File: src/rtl/fifo36_demux4.sv
// Packet-level 1-to-4 demultiplexer for fifo36 streams (SOF=bit32, EOF=bit33).
// Whole packets go to the port chosen by sel on the first beat; en=0 packets are discarded.
module fifo36_demux4 #(
    parameter int unsigned WIDTH     = 36,
    parameter int unsigned CNT_WIDTH = 16
) (
    input  logic                 clk,
    input  logic                 reset_n,
    input  logic                 clear,
    input  logic                 en,
    input  logic [1:0]           sel,
    input  logic [WIDTH-1:0]     data_i,
    input  logic                 src_rdy_i,
    output logic                 dst_rdy_o,
    output logic [WIDTH-1:0]     data_o,
    output logic [3:0]           src_rdy_o,
    input  logic [3:0]           dst_rdy_i,
    output logic [CNT_WIDTH-1:0] drop_count
);

    localparam int unsigned EOF_BIT = 33;

    typedef enum logic [1:0] {
        IDLE  = 2'd0,
        ROUTE = 2'd1,
        DROP  = 2'd2
    } state_t;

    state_t     state;
    logic       out_valid;
    logic [1:0] port_r;
    logic [1:0] sel_r;

    logic take_c;
    logic in_fire_c;
    logic eof_c;

    // Output register drains when its selected port accepts; a new beat may load in the same cycle.
    assign take_c    = out_valid & dst_rdy_i[port_r];
    assign dst_rdy_o = reset_n & ~clear & ((state == DROP) | ~out_valid | take_c);
    assign in_fire_c = src_rdy_i & dst_rdy_o;
    assign eof_c     = data_i[EOF_BIT];
    assign src_rdy_o = out_valid ? 4'(4'b0001 << port_r) : 4'b0000;

    always_ff @(posedge clk or negedge reset_n) begin
        if (!reset_n) begin
            state      <= IDLE;
            out_valid  <= 1'b0;
            port_r     <= 2'd0;
            sel_r      <= 2'd0;
            data_o     <= '0;
            drop_count <= '0;
        end else if (clear) begin
            state     <= IDLE;
            out_valid <= 1'b0;
        end else begin
            if (take_c) begin
                out_valid <= 1'b0;
            end
            if (in_fire_c) begin
                case (state)
                    IDLE: begin
                        // Any beat seen in IDLE starts a packet, SOF or not.
                        sel_r <= sel;
                        if (en) begin
                            out_valid <= 1'b1;
                            port_r    <= sel;
                            data_o    <= data_i;
                            state     <= eof_c ? IDLE : ROUTE;
                        end else begin
                            if (drop_count != '1) begin
                                drop_count <= drop_count + CNT_WIDTH'(1);
                            end
                            state <= eof_c ? IDLE : DROP;
                        end
                    end
                    ROUTE: begin
                        out_valid <= 1'b1;
                        port_r    <= sel_r;
                        data_o    <= data_i;
                        state     <= eof_c ? IDLE : ROUTE;
                    end
                    DROP: begin
                        state <= eof_c ? IDLE : DROP;
                    end
                    default: begin
                        state <= IDLE;
                    end
                endcase
            end
        end
    end

endmodule
File: config.mk
export PLATFORM = sky130hd
export DESIGN_NAME = fifo36_demux4
export DESIGN_NICKNAME = d
export VERILOG_FILES = /design/src/rtl/fifo36_demux4.sv
export SDC_FILE = /design/constraint.sdc
export NUM_CORES = 1
export LEC_CHECK = 0
export ABC_AREA = 1
export CAP_MARGIN = 20
export CORE_MARGIN = 2
export CORE_UTILIZATION = 49
export DETAILED_ROUTE_END_ITERATION = 8
export PLACE_DENSITY_LB_ADDON = 0.25
export SKIP_LAST_GASP = 1
export SLEW_MARGIN = 20
export SYNTH_ARGS = -nofsm -noshare
export SYNTH_HDL_FRONTEND = slang
export SYNTH_SLANG_ARGS = --single-unit
File: constraint.sdc
create_clock -name clk -period 2.3 [get_ports clk]
set_input_delay 0.23 -clock clk [delete_from_list [all_inputs] [get_ports clk]]
set_output_delay 0.23 -clock clk [all_outputs]
set_load 0.02 [all_outputs]
# --- After elaboration in Yosys (flattened, before gate mapping) ---
# Cells that the tools add are included.
op_classes:
  add_sub_neg: 1
  magnitude_cmp: 1
  n_eq_ne: 4
  shift: 1
  n_mux: 18
  n_bitwise: 9
  reduce_logical: 6
op_table:
  columns: ["cell", "count"]
  rows:
  - ["36-bit case mux with 2 select lines", 1]
  - ["36-bit 2-to-1 mux", 1]
  - ["16-bit by 1-bit adder with 16-bit output, second input constant", 1]
  - ["16-bit != test, second input constant", 1]
  - ["2-bit 2-to-1 mux", 5]
  - ["1-bit 2-to-1 mux", 6]
  - ["2-bit case mux with 3 select lines", 1]
  - ["5-bit AND reduction", 1]
  - ["1-bit bitwise AND", 4]
  - ["4-bit 2-to-1 mux", 1]
  - ["2-bit case mux with 2 select lines", 1]
  - ["4-bit AND reduction", 1]
  - ["2-bit nonzero test", 2]
  - ["1-bit by 2-bit left shift with 4-bit output, first input constant", 1]
  - ["2-bit by 3-bit less-than comparator with 1-bit output, second input constant", 1]
  - ["1-bit inverter", 3]
  - ["3-bit AND reduction", 1]
  - ["1-bit binary-select mux with 2-bit select", 1]
  - ["2-bit by 1-bit equality test with 1-bit output, second input constant", 1]
  - ["2-bit equality test, second input constant", 1]
  - ["2-bit logical NOT", 1]
  - ["2-bit != test, second input constant", 1]
  - ["1-bit bitwise OR", 2]
  - ["1-bit case mux with 2 select lines", 1]
word_totals:
  register_bits: 59
  inputBits: 47
  output_inout_bits: 57
  wordCells: 46

# --- Logic depth before layout (Yosys ltp) ---
# Gate-level depths: netlist of the first run.
depth:
  word_depth: 8
  depth_mapped: 10
  depth_no_buf: 9

# --- Worst setup path before layout of the first run ---
# No wires, ideal clock.
synth_timing:
  path_type: "register to register"
  start: "register drop_count[0]"
  end: "register drop_count[5]"
  arrival_ps: 1636
  required_ps: 2179
  slack_ps: 543
  stages_incl_launch_ff: 10
  path_buffers: 1
  synth_period_minus_slack_ps: 1757
  path_cell_list: "dfrtp_1 -> ha_1 -> nand3_2 -> nor2_1 -> nand3_1 -> o21ai_4 -> nor2_4 -> buf_6 -> nand2_1 -> nand2_1"
synth_via:
  elab_chain_len: 2
  word_cells_on_any_way: 3
  classes_between: "add/sub (1); eq/ne (1); reduce/logical (1)"
synth_rtl:
  columns: ["item", "line_no", "text"]
  rows:
  - ["start: declaration", "18", "output logic [CNT_WIDTH-1:0] drop_count"]
  - ["start signal: assignment", "72", "drop_count <= drop_count + CNT_WIDTH'(1);"]
  - ["parallel branches: the longest is 2 deep, another holds 16-bit by 1-bit adder with 16-bit output", null, null]
# Several ways; the timed one is not identified.
# A chain may end at the register's enable or synchronous reset.

# --- Worst setup path after layout of the first run ---
layout_timing:
  start: "register port_r[0]"
  end: "output dst_rdy_o"
layout_via:
  elab_chain_len: 5
layout_rtl:
  columns: ["item", "line_no", "text"]
  rows:
  - ["start: declaration", "31", "logic [1:0] port_r;"]
  - ["start signal: assignment", "67", "port_r <= sel;"]
  - ["start signal: assignment", "79", "port_r <= sel_r;"]
  - ["1-bit binary-select mux with 2-bit select", "39", "assign take_c = out_valid & dst_rdy_i[port_r];"]
  - ["1-bit 2-to-1 mux (implied by the code)", "39", null]
  - ["1-bit bitwise AND", "39", null]
  - ["1-bit bitwise OR", "40", "assign dst_rdy_o = reset_n & ~clear & ((state == DROP) | ~out_valid | take_c);"]
  - ["1-bit bitwise AND", "40", null]
  - ["end: declaration", "14", "output logic dst_rdy_o,"]
# No other way between the ends. The select of a mux whose other input is x is not followed.

==> metrics.csv, run 1 <==
stage;metric;value;unit
layout;diodes;0;
sta;slew_viol_final;0;
sta;worst_pin_slew;0.755;ns
synthesis;synth.avg_cell_area;8.35;µm²
synthesis;ys_types;27;
drt;wl_per_cell;12.6;µm
clock_tree;cts_sinks;59;
flow_run;timing.max_cap.violations;0;
sta;finalSetupViolCount;0;
setup_path;crit_path_max_fanout;5;
global_route;antenna_found_initial;0;
die;io_pins;104;
synthesis;synth_top_cell_by_area;dfrtp_1;
die;rows;28;
setup_path;cp.required;2.07;ns
clock_tree;numCtsBuffers;9;
global_route;grt_remaining_overflow;0;
global_route;grt_pass1_wl;11100;µm
power;p_leak;0.00219;µW
sta;fin_ws;0.141;ns
global_route;grt_usage;0.219;
synthesis;synth.area.top_cells;dfrtp_1 (49%), nand2_1 (11%), inv_1 (8.2%);
sta;final.setup.tns;0;ns
placement;place.gp.congestion;0.898;
clock_tree;cts_resized;0;
setup_path;rrSetupSlack;0.51;ns
placement;hpwl;4910;µm
clock_tree;clk_latency;0.34;ns
setup_path;critPathSlowestCell;clkdlybuf4s50_1;
drt;postRouteAntennaNets;0;
setup_path;path_buf_inv;3;
synthesis;synth_fp_nets;406;
placement;dp_slack;0.347;ns
drt;drt_iter0_drc;174;
sta;rsz0062_at_grt;no;
clock_tree;htreeDepth;3;
sta;relSlewSlack;0.496;
sta;final-hold-violation-count;0;
setup_path;worstPathArrival;1.93;ns
sta;fin_crit_sh;0.938;
drt;drtPass1Iterations;4;
power;peakVddDrop;0.520;mV
setup_path;rr_worst_depth;9;
clock_tree;clock_path_buffers;2;
layout;layout_commonest_cell;clkdlybuf4s50_1;
layout;mostFrequentLayoutCells;clkdlybuf4s50_1 (102), nand2_1 (91), inv_1 (65);
placement;io_buffers;103;
setup_path;cp_top_family;buffers and inverters;
clock_tree;cts-root-buf;clkbuf_8;
setup_path;r2r_start;port_r[0]$_DFFE_PN0P_;
synthesis;yosysTopAreaCellShare;0.494;
clock_tree;cts_hold_buf;0;
setup_path;end_kind;output pin;
die;die_w;82.1;µm
sta;timing.fmax;0.463;GHz
synthesis;seq_area_frac_synth;0.494;
setup_path;criticalPathCategory;flip-flop to output pin;
clock_tree;cts_tree;yes;
layout;drive_gt1_frac;0.0746;
layout;fin_nets;513;
setup_path;cp.depth;8;
synthesis;synth_area;2990;µm²
layout;area_delta_synth_final;41.4;%
die;die-height;82.1;µm
setup_path;startpoint_type;flip-flop;
drt;vias;2614;
clock_tree;clk_pin_slew_worst_paths;0.07;ns
synthesis;ys_seq_elements;59;
synthesis;yosys_warnings;0;
worst_hold_path;hold_class;input pin to asynchronous set/reset pin;
setup_path;r2r-end;drop_count[14]$_DFFE_PN0P_;
sta;hold_ws;0.0920;ns
setup_path;startpoint;port_r[0]$_DFFE_PN0P_;
global_route;grt_max_degree;60;
setup_path;cp_cell_sequence;inv_2 -> nand2_1 -> nor2_2 -> nor2_4 -> nand3_4 -> nand2_1 -> inv_1 -> clkdlybuf4s50_1;
die;start_util;0.505;
clock_tree;post_cts_buffers;0;
setup_path;max_stage_delay;0.59;ns
drt;via_per_inst;4.81;
drt;wirelength;6860;µm
sta;fin_crit;2.16;ns
die;dieArea;6740;µm²
drt;drc;0;
run_status;status;finished clean;
global_route;grt_pass1_vias;2415;
synthesis;postSynthCellCount;358;
die;core_area;5920;µm²
setup_path;crit_top_cell;nand2_1;
sta;fin_skew;0.0135;ns
power;powerDensity;680;nW/µm²
## routing by layer
metal  routed length (µm)  GRT usage
met1                 3060      0.278
met2                 3240      0.349
met3                  442     0.0652
met4                  113     0.0950
met5                    0          0
## synthesized netlist by cell type, drive strengths merged
cell    count
or2         1
a21oi       2
nor2       17
mux2        2
inv        68
nor3b       1
xor2       13
nand4       5
o21bai     16
nand3      18
ha          1
o21ai      43
dfrtp      59
clkbuf      4
nand2      91
buf         8
nor3        9
## power breakdown
part	switching, µW	internal, µW	leakage (µW)
logic	394	386	0.00143
registers	90.1	1190	0.000684
clock network	406	407	0.0000839
total	889	1980	0.00219
## state kept, by name, indices dropped and copies added (netlist names)
register    count
data_o         36
state           2
sel_r           2
out_valid       1
drop_count     16
port_r          2
## final cells by class
type	instances	area, µm²
inverter	68	255
multi-input combinational	219	1160
clock buffer	10	138
sequential	59	1480
clock inverter	5	30.0
fill	472	1700
tap	75	93.8
timing repair buffer	108	1080
## per-stage QoR
step                power [µW]  utilization  instance area, µm²  cells
floorplan                 1650            -                2990    358
global placement          2070        0.685                4060    529
detailed placement        2080        0.685                4060    529
CTS                       2910        0.714                4230    544
global route              3020        0.714                4230    544
finish                    2870        0.714                4230    544
## cells by family (layout without fill, tap and decap cells)
kind of cell             count (synthesis)  after routing  share of synthesized area
AND/OR/NAND/NOR                        142            142                      0.218
buffers and inverters                   80            191                      0.119
XOR/XNOR                                13             13                     0.0381
AO/OA/AOI/OAI                           61             61                      0.119
adder cells (fa/ha/maj)                  1              1                    0.00419
flip-flops                              59             59                      0.494
multiplexers                             2              2                    0.00753
## worst max-delay path by stage
| stage | endpoint |
|---|---|
| floorplan | drop_count[5]$_DFFE_PN0P_ |
| global placement | dst_rdy_o |
| detailed placement | dst_rdy_o |
| CTS | dst_rdy_o |
| global route | dst_rdy_o |
| finish | dst_rdy_o |
Note: power is estimated with default switching activity, not from simulation.
==> run 2, diff against run 1 <==
- GPL_ROUTABILITY_DRIVEN: not set -> 0
- PLACE_DENSITY: not set -> 0.94
- PLACE_DENSITY_LB_ADDON: 0.25 -> not set
==> run 2 against run 1 <==
  * Clock power up 13%
  * Wire length is 7.6% higher
  * Fmax increased by 0.47%
  * Via count increased by 0.77%
  * Combinational power grew 2%
  * Utilization increased by 0.46 points
  * Critical path depth is the same
  * Critical endpoint unchanged
  * Cell count increased by 0.18%
  * Hold slack got worse by 0.0043 ns
  * Sequential cell count stayed put
==> metrics.csv, run 2 (synthesized netlist as in run 1, its figures left out) <==
stage;metric;value;unit;change
clock_tree;clk_latency;0.32;ns;was 0.34 ns
drt;via_per_inst;4.83;;was 4.81
drt;drt_iter0_drc;210;;was 174
drt;drtPass1Iterations;5;;was 4
power;sw_frac_of_total;0.297;;was 0.310
power;p_comb_frac;0.265;;was 0.272
layout;layout_commonest_cell;clkdlybuf4s50_1;;unchanged
global_route;grt_max_degree;79;;was 60
sta;fin_skew;0.0103;ns;was 0.0135 ns
sta;final-hold-violation-count;0;;unchanged
sta;rsz0062_at_grt;no;;unchanged
run_status;status;finished clean;;unchanged
power;p_int;2100;µW;was 1980 µW
drt;postRouteAntennaNets;0;;unchanged
placement;dp_slack;0.304;ns;was 0.347 ns
sta;finalSetupViolCount;0;;unchanged
setup_path;cp.required;2.07;ns;about the same
global_route;grt_pass1_wl;11500;µm;was 11100 µm
setup_path;cp_cell_sequence;inv_2 -> nand2_1 -> nor2_2 -> nor2_4 -> nand3_4 -> nand2_1 -> inv_1 -> clkdlybuf4s50_1;;unchanged
drt;wirelength;7380;µm;was 6860 µm
clock_tree;cts_hold_buf;0;;unchanged
clock_tree;cts-root-buf;clkbuf_8;;unchanged
layout;instances_no_fill;545;;was 544
clock_tree;cts_resized;0;;unchanged
global_route;antenna_found_initial;0;;unchanged
setup_path;max_stage_delay;0.59;ns;about the same
flow_run;timing.max_cap.violations;0;;unchanged
setup_path;end_kind;output pin;;unchanged
die;io_pins;104;;unchanged
clock_tree;clk_pin_slew_worst_paths;0.07;ns;about the same
sta;timing.fmax;0.465;GHz;was 0.463 GHz
setup_path;crit_top_cell;nand2_1;;unchanged
sta;fin_crit;2.15;ns;was 2.16 ns
setup_path;worstPathArrival;1.92;ns;was 1.93 ns
sta;relSlewSlack;0.505;;was 0.496
power;switching_power;889;µW;about the same
setup_path;r2r_start;drop_count[0]$_DFFE_PN0P_;;was port_r[0]$_DFFE_PN0P_
clock_tree;numCtsBuffers;9;;unchanged
layout;drive_gt1_frac;0.0723;;was 0.0746
sta;worst_pin_slew;0.742;ns;was 0.755 ns
global_route;grt_remaining_overflow;0;;unchanged
power;powerDensity;704;nW/µm²;was 680 nW/µm²
setup_path;startpoint;port_r[1]$_DFFE_PN0P_;;was port_r[0]$_DFFE_PN0P_
placement;io_buffers;103;;unchanged
setup_path;startpoint_type;flip-flop;;unchanged
setup_path;rrSetupSlack;0.34;ns;was 0.51 ns
power;peakVddDrop;0.519;mV;was 0.520 mV
global_route;grt_pass1_vias;2513;;was 2415
sta;fin_ws;0.152;ns;was 0.141 ns
power;seqPwrFrac;0.428;;was 0.445
power;power.total;2990;µW;was 2870 µW
power;p_leak;0.00220;µW;was 0.00219 µW
layout;area_delta_synth_final;42.3;%;was 41.4%
clock_tree;post_cts_buffers;0;;unchanged
clock_tree;htreeDepth;3;;unchanged
drt;drc;0;;unchanged
clock_tree;cts_sinks;59;;unchanged
die;dieArea;6740;µm²;unchanged
power;pwr-share-clk;0.307;;was 0.283
global_route;grt_usage;0.225;;was 0.219
setup_path;critPathSlowestCell;clkdlybuf4s50_1;;unchanged
setup_path;crit_path_max_fanout;5;;unchanged
sta;final.setup.tns;0;ns;unchanged
placement;placed_cells_incl_taps;529;;unchanged
clock_tree;clock_path_buffers;2;;unchanged
layout;top_regs;data_o (36), drop_count (16);;unchanged
setup_path;criticalPathCategory;flip-flop to output pin;;unchanged
drt;vias;2634;;was 2614
die;start_util;0.505;;unchanged
die;rows;28;;unchanged
sta;slew_viol_final;0;;unchanged
clock_tree;cts_tree;yes;;unchanged
layout;largest_reg_flops;36;;unchanged
drt;wl_per_cell;13.5;µm;was 12.6 µm
sta;fin_crit_sh;0.934;;was 0.938
die;die-height;82.1;µm;unchanged
layout;largest_register;data_o;;unchanged
layout;diodes;0;;unchanged
layout;fin_nets;513;;unchanged
worst_hold_path;hold_class;input pin to asynchronous set/reset pin;;unchanged
layout;mostFrequentLayoutCells;clkdlybuf4s50_1 (102), nand2_1 (91), inv_1 (65);;unchanged
die;die_w;82.1;µm;unchanged
die;core_area;5920;µm²;unchanged
placement;hpwl;5390;µm;was 4910 µm
## run 2: cell types whose count changed in the layout (fill, tap and decap cells not counted), sizes merged
cell	before	now
bufinv	0	1
clkinv	3	1
clkbuf	10	12
## run 2: final cells by class
cell class | instances | area [µm²]
fillers | 416 | 1670
flip-flops and latches | 59 | 1480
multi-input cells | 219 | 1160
repair buffers | 108 | 1080
inverters | 68 | 255
clock buffers | 12 | 145
well taps | 75 | 93.8
clock inverters | 4 | 50.0
## run 2: path summary, 6_finish.rpt
kind | end | depth (start not counted)
min in group clk | data_o[20]$_DFFE_PN0P_ | 3
max in group asynchronous | drop_count[13]$_DFFE_PN0P_ | 2
worst max-delay path | dst_rdy_o | 8
worst min-delay path | data_o[11]$_DFFE_PN0P_ | 2
worst max register to register | drop_count[6]$_DFFE_PN0P_ | 8
worst min register to register | data_o[16]$_DFFE_PN0P_ | 2
## run 2: per-layer routing
metal  GRT usage  wire [µm]  up-vias
met2       0.392       3770       93
met4       0.122        240        0
met5           0          0        -
met3      0.0337        392       22
li1            -          -     1327
met1       0.269       2980     1192
## run 2: power by group through the flow
stage / Combinational [µW] / Sequential [µW] / Clock (µW)
finish: 794 / 1280 / 918
global route: 848 / 1300 / 970
CTS: 804 / 1280 / 938
detailed placement: 799 / 1300 / 0
global placement: 775 / 1290 / 0
floorplan: 189 / 1460 / 0
## run 2: metrics by stage
stage | util | hold WS (ns) | area, µm²
2_1_floorplan | - | -0.0656 | 2990
3_3_place_gp | 0.685 | 0.437 | 4060
3_5_place_dp | 0.685 | 0.451 | 4060
4_1_cts | 0.718 | 0.104 | 4250
5_1_grt | 0.718 | 0.157 | 4250
6_report | 0.718 | 0.0877 | 4250
## run 2: critical path, delay by kind of cell, from the launching register on
kind          cells  cell delay (ns)
buf+inv           3             0.74
simple gates      5             0.44
flops             1             0.43
==> run 3, diff against run 2 <==
- SETUP_SLACK_MARGIN: not set -> 0.05
- clock period: 2.3 -> 2.6 ns (I/O delays scaled with it)
==> run 3 against run 2 <==
  * Global-route usage up 0.92 points
  * Sequential share of layout area rose by 0.49 points
  * Clock skew down 0.0021 ns
  * Utilization is 0.99 points lower
  * Wire length is 1.2% lower
  * Hold slack improved by 0.0045 ns
  * Register-to-register slack about the same
  * Count of clock-buffer cells in the layout stayed put
  * Critical endpoint is now data_o[9]$_DFFE_PN0P_
  * Highest routed layer unchanged
==> metrics.csv, run 3 (synthesized netlist as in run 1, its figures left out) <==
stage;metric;value;unit;change
layout;area_delta_synth_final;40.3;%;was 42.3%
die;rows;28;;unchanged
sta;fin_skew;0.00824;ns;was 0.0103 ns
clock_tree;cts_resized;0;;unchanged
global_route;grt_max_degree;79;;unchanged
setup_path;rrSetupSlack;0.35;ns;was 0.34 ns
clock_tree;cts-root-buf;clkbuf_8;;unchanged
setup_path;max_stage_delay;0.69;ns;was 0.59 ns
placement;io_buffers;103;;unchanged
drt;via_per_inst;4.92;;was 4.83
clock_tree;htreeDepth;3;;unchanged
die;io_pins;104;;unchanged
setup_path;cp_top_family;simple AND/OR/NAND/NOR gates;;was buffers and inverters
die;die_w;82.1;µm;unchanged
power;peakVddDrop;0.502;mV;was 0.519 mV
sta;rsz0062_at_grt;no;;unchanged
drt;wl_per_cell;13.5;µm;about the same
setup_path;cp_cell_sequence;inv_2 -> nand2_1 -> nor2_2 -> nor2_4 -> nand3_4 -> nand4_4 -> o21ai_0;;was inv_2 -> nand2_1 -> nor2_2 -> nor2_4 -> nand3_4 -> nand2_1 -> inv_1 -> clkdlybuf4s50_1
sta;relSlewSlack;0.380;;was 0.505
worst_hold_path;hold_class;input pin to asynchronous set/reset pin;;unchanged
clock_tree;clock_path_buffers;2;;unchanged
power;powerDensity;610;nW/µm²;was 704 nW/µm²
die;start_util;0.505;;unchanged
clock_tree;cts_sinks;59;;unchanged
sta;fin_crit;2.25;ns;
setup_path;cp.required;2.81;ns;was 2.07 ns
global_route;grt_pass1_wl;11800;µm;was 11500 µm
setup_path;rr_worst_depth;7;;was 8
sta;finalSetupViolCount;0;;unchanged
placement;placed_cells_incl_taps;526;;was 529
layout;top_regs;data_o (36), drop_count (16);;unchanged
drt;vias;2668;;was 2634
clock_tree;clk_pin_slew_worst_paths;0.07;ns;about the same
global_route;grt_usage;0.235;;was 0.225
sta;timing.fmax;0.444;GHz;
clock_tree;numCtsBuffers;9;;unchanged
setup_path;end_kind;flip-flop;;was output pin
layout;largest_register;data_o;;unchanged
die;dieArea;6740;µm²;unchanged
layout;nFillCells;428;;was 416
layout;diodes;0;;unchanged
clock_tree;cts_tree;yes;;unchanged
setup_path;path_buf_inv;1;;was 3
setup_path;critPathSlowestCell;nand4_4;;was clkdlybuf4s50_1
drt;drtPass1Iterations;4;;was 5
flow_run;timing.max_cap.violations;0;;unchanged
layout;final_area;4190;µm²;was 4250 µm²
run_status;status;finished clean;;unchanged
layout;mostFrequentLayoutCells;clkdlybuf4s50_1 (102), nand2_1 (91), inv_1 (65);;unchanged
layout;utilization;0.708;;was 0.718
global_route;grt_remaining_overflow;0;;unchanged
global_route;grt_pass1_vias;2609;;was 2513
placement;placed_area;4020;µm²;was 4060 µm²
layout;largest_reg_flops;36;;unchanged
layout;multi_input_area;1160;µm²;unchanged
setup_path;r2r-end;data_o[9]$_DFFE_PN0P_;;was drop_count[6]$_DFFE_PN0P_
setup_path;startpoint_type;flip-flop;;unchanged
sta;slew_viol_final;0;;unchanged
clock_tree;post_cts_buffers;0;;unchanged
drt;drt_iter0_drc;200;;was 210
sta;fin_crit_sh;0.867;;
drt;postRouteAntennaNets;0;;unchanged
setup_path;criticalPathCategory;flip-flop to flip-flop;;was flip-flop to output pin
layout;instances_no_fill;542;;was 545
placement;hpwl;5300;µm;was 5390 µm
global_route;antenna_found_initial;0;;unchanged
setup_path;r2r_start;port_r[1]$_DFFE_PN0P_;;was drop_count[0]$_DFFE_PN0P_
drt;drc;0;;unchanged
clock_tree;cts_hold_buf;0;;unchanged
sta;worst_pin_slew;0.928;ns;was 0.742 ns
die;die-height;82.1;µm;unchanged
power;p_leak;0.00218;µW;was 0.00220 µW
clock_tree;clk_latency;0.33;ns;was 0.32 ns
setup_path;worstPathArrival;2.46;ns;was 1.92 ns
layout;seqCellArea;1480;µm²;unchanged
layout;fin_nets;510;;was 513
die;core_area;5920;µm²;unchanged
setup_path;cp.depth;7;;was 8
setup_path;crit_path_max_fanout;78;;was 5
drt;wirelength;7290;µm;was 7380 µm
sta;final.setup.tns;0;ns;unchanged
layout;layout_commonest_cell;clkdlybuf4s50_1;;unchanged
sta;final-hold-violation-count;0;;unchanged
layout;drive_gt1_frac;0.0664;;was 0.0723
[run 3: cell count changes in the layout (fill, tap and decap cells not counted), sizes merged]
cell,change
clkinvlp,-1
buf,-3
clkinv,+2
bufinv,-1
[run 3: worst register-to-register path, cell delays in order, from the launching register on]
cell	delay, ns
dfrtp_1	0.44
inv_2	0.11
nand2_1	0.09
nor2_2	0.13
nor2_4	0.06
nand3_4	0.09
nand4_4	0.69
o21ai_0	0.52
[run 3: how the worst max path moves through the flow]
stage                                         start                        end  slack [ns]
after floorplan           drop_count[0]$_DFFE_PN0P_  drop_count[5]$_DFFE_PN0P_        0.84
after global placement                        clear     data_o[18]$_DFFE_PN0P_        0.26
after detailed placement                      clear      data_o[9]$_DFFE_PN0P_        0.05
after CTS                     port_r[1]$_DFFE_PN0P_       state[0]$_DFFE_PN0P_        0.32
after global routing                          clear     data_o[23]$_DFFE_PN0P_        0.10
final                         port_r[1]$_DFFE_PN0P_      data_o[9]$_DFFE_PN0P_        0.35
[run 3: report_power, final]
group / switching, µW / internal [µW]
logic: 358 / 338
registers: 84.3 / 1050
clock network: 357 / 371
total: 799 / 1760
[run 3: per-layer routing]
layer  vias to the layer above  share of wire  routed length [µm]  global-route usage
met4                         0          0.030                 219               0.130
li1                       1318              -                   -                   -
met1                      1251           0.41                3010               0.265
met3                        20          0.041                 299              0.0457
met2                        79           0.52                3770               0.415
met5                         -              0                   0                   0
[run 3: stage by stage]
stage	total power, µW	hold slack [ns]	setup WS, ns
3_3_place_gp	1820	0.461	0.259
2_1_floorplan	1460	-0.0356	0.843
6_report	2560	0.0922	0.345
3_5_place_dp	1850	0.471	0.0457
4_1_cts	2580	0.117	0.318
5_1_grt	2680	0.158	0.104
[run 3: layout make-up]
cell class | instances | share of cell area
clock buffers | 12 | 0.0346
clock inverters | 4 | 0.00626
inverters | 68 | 0.0609
multi-input cells | 219 | 0.276
flip-flops and latches | 59 | 0.352
well taps | 75 | 0.0224
repair buffers | 105 | 0.248
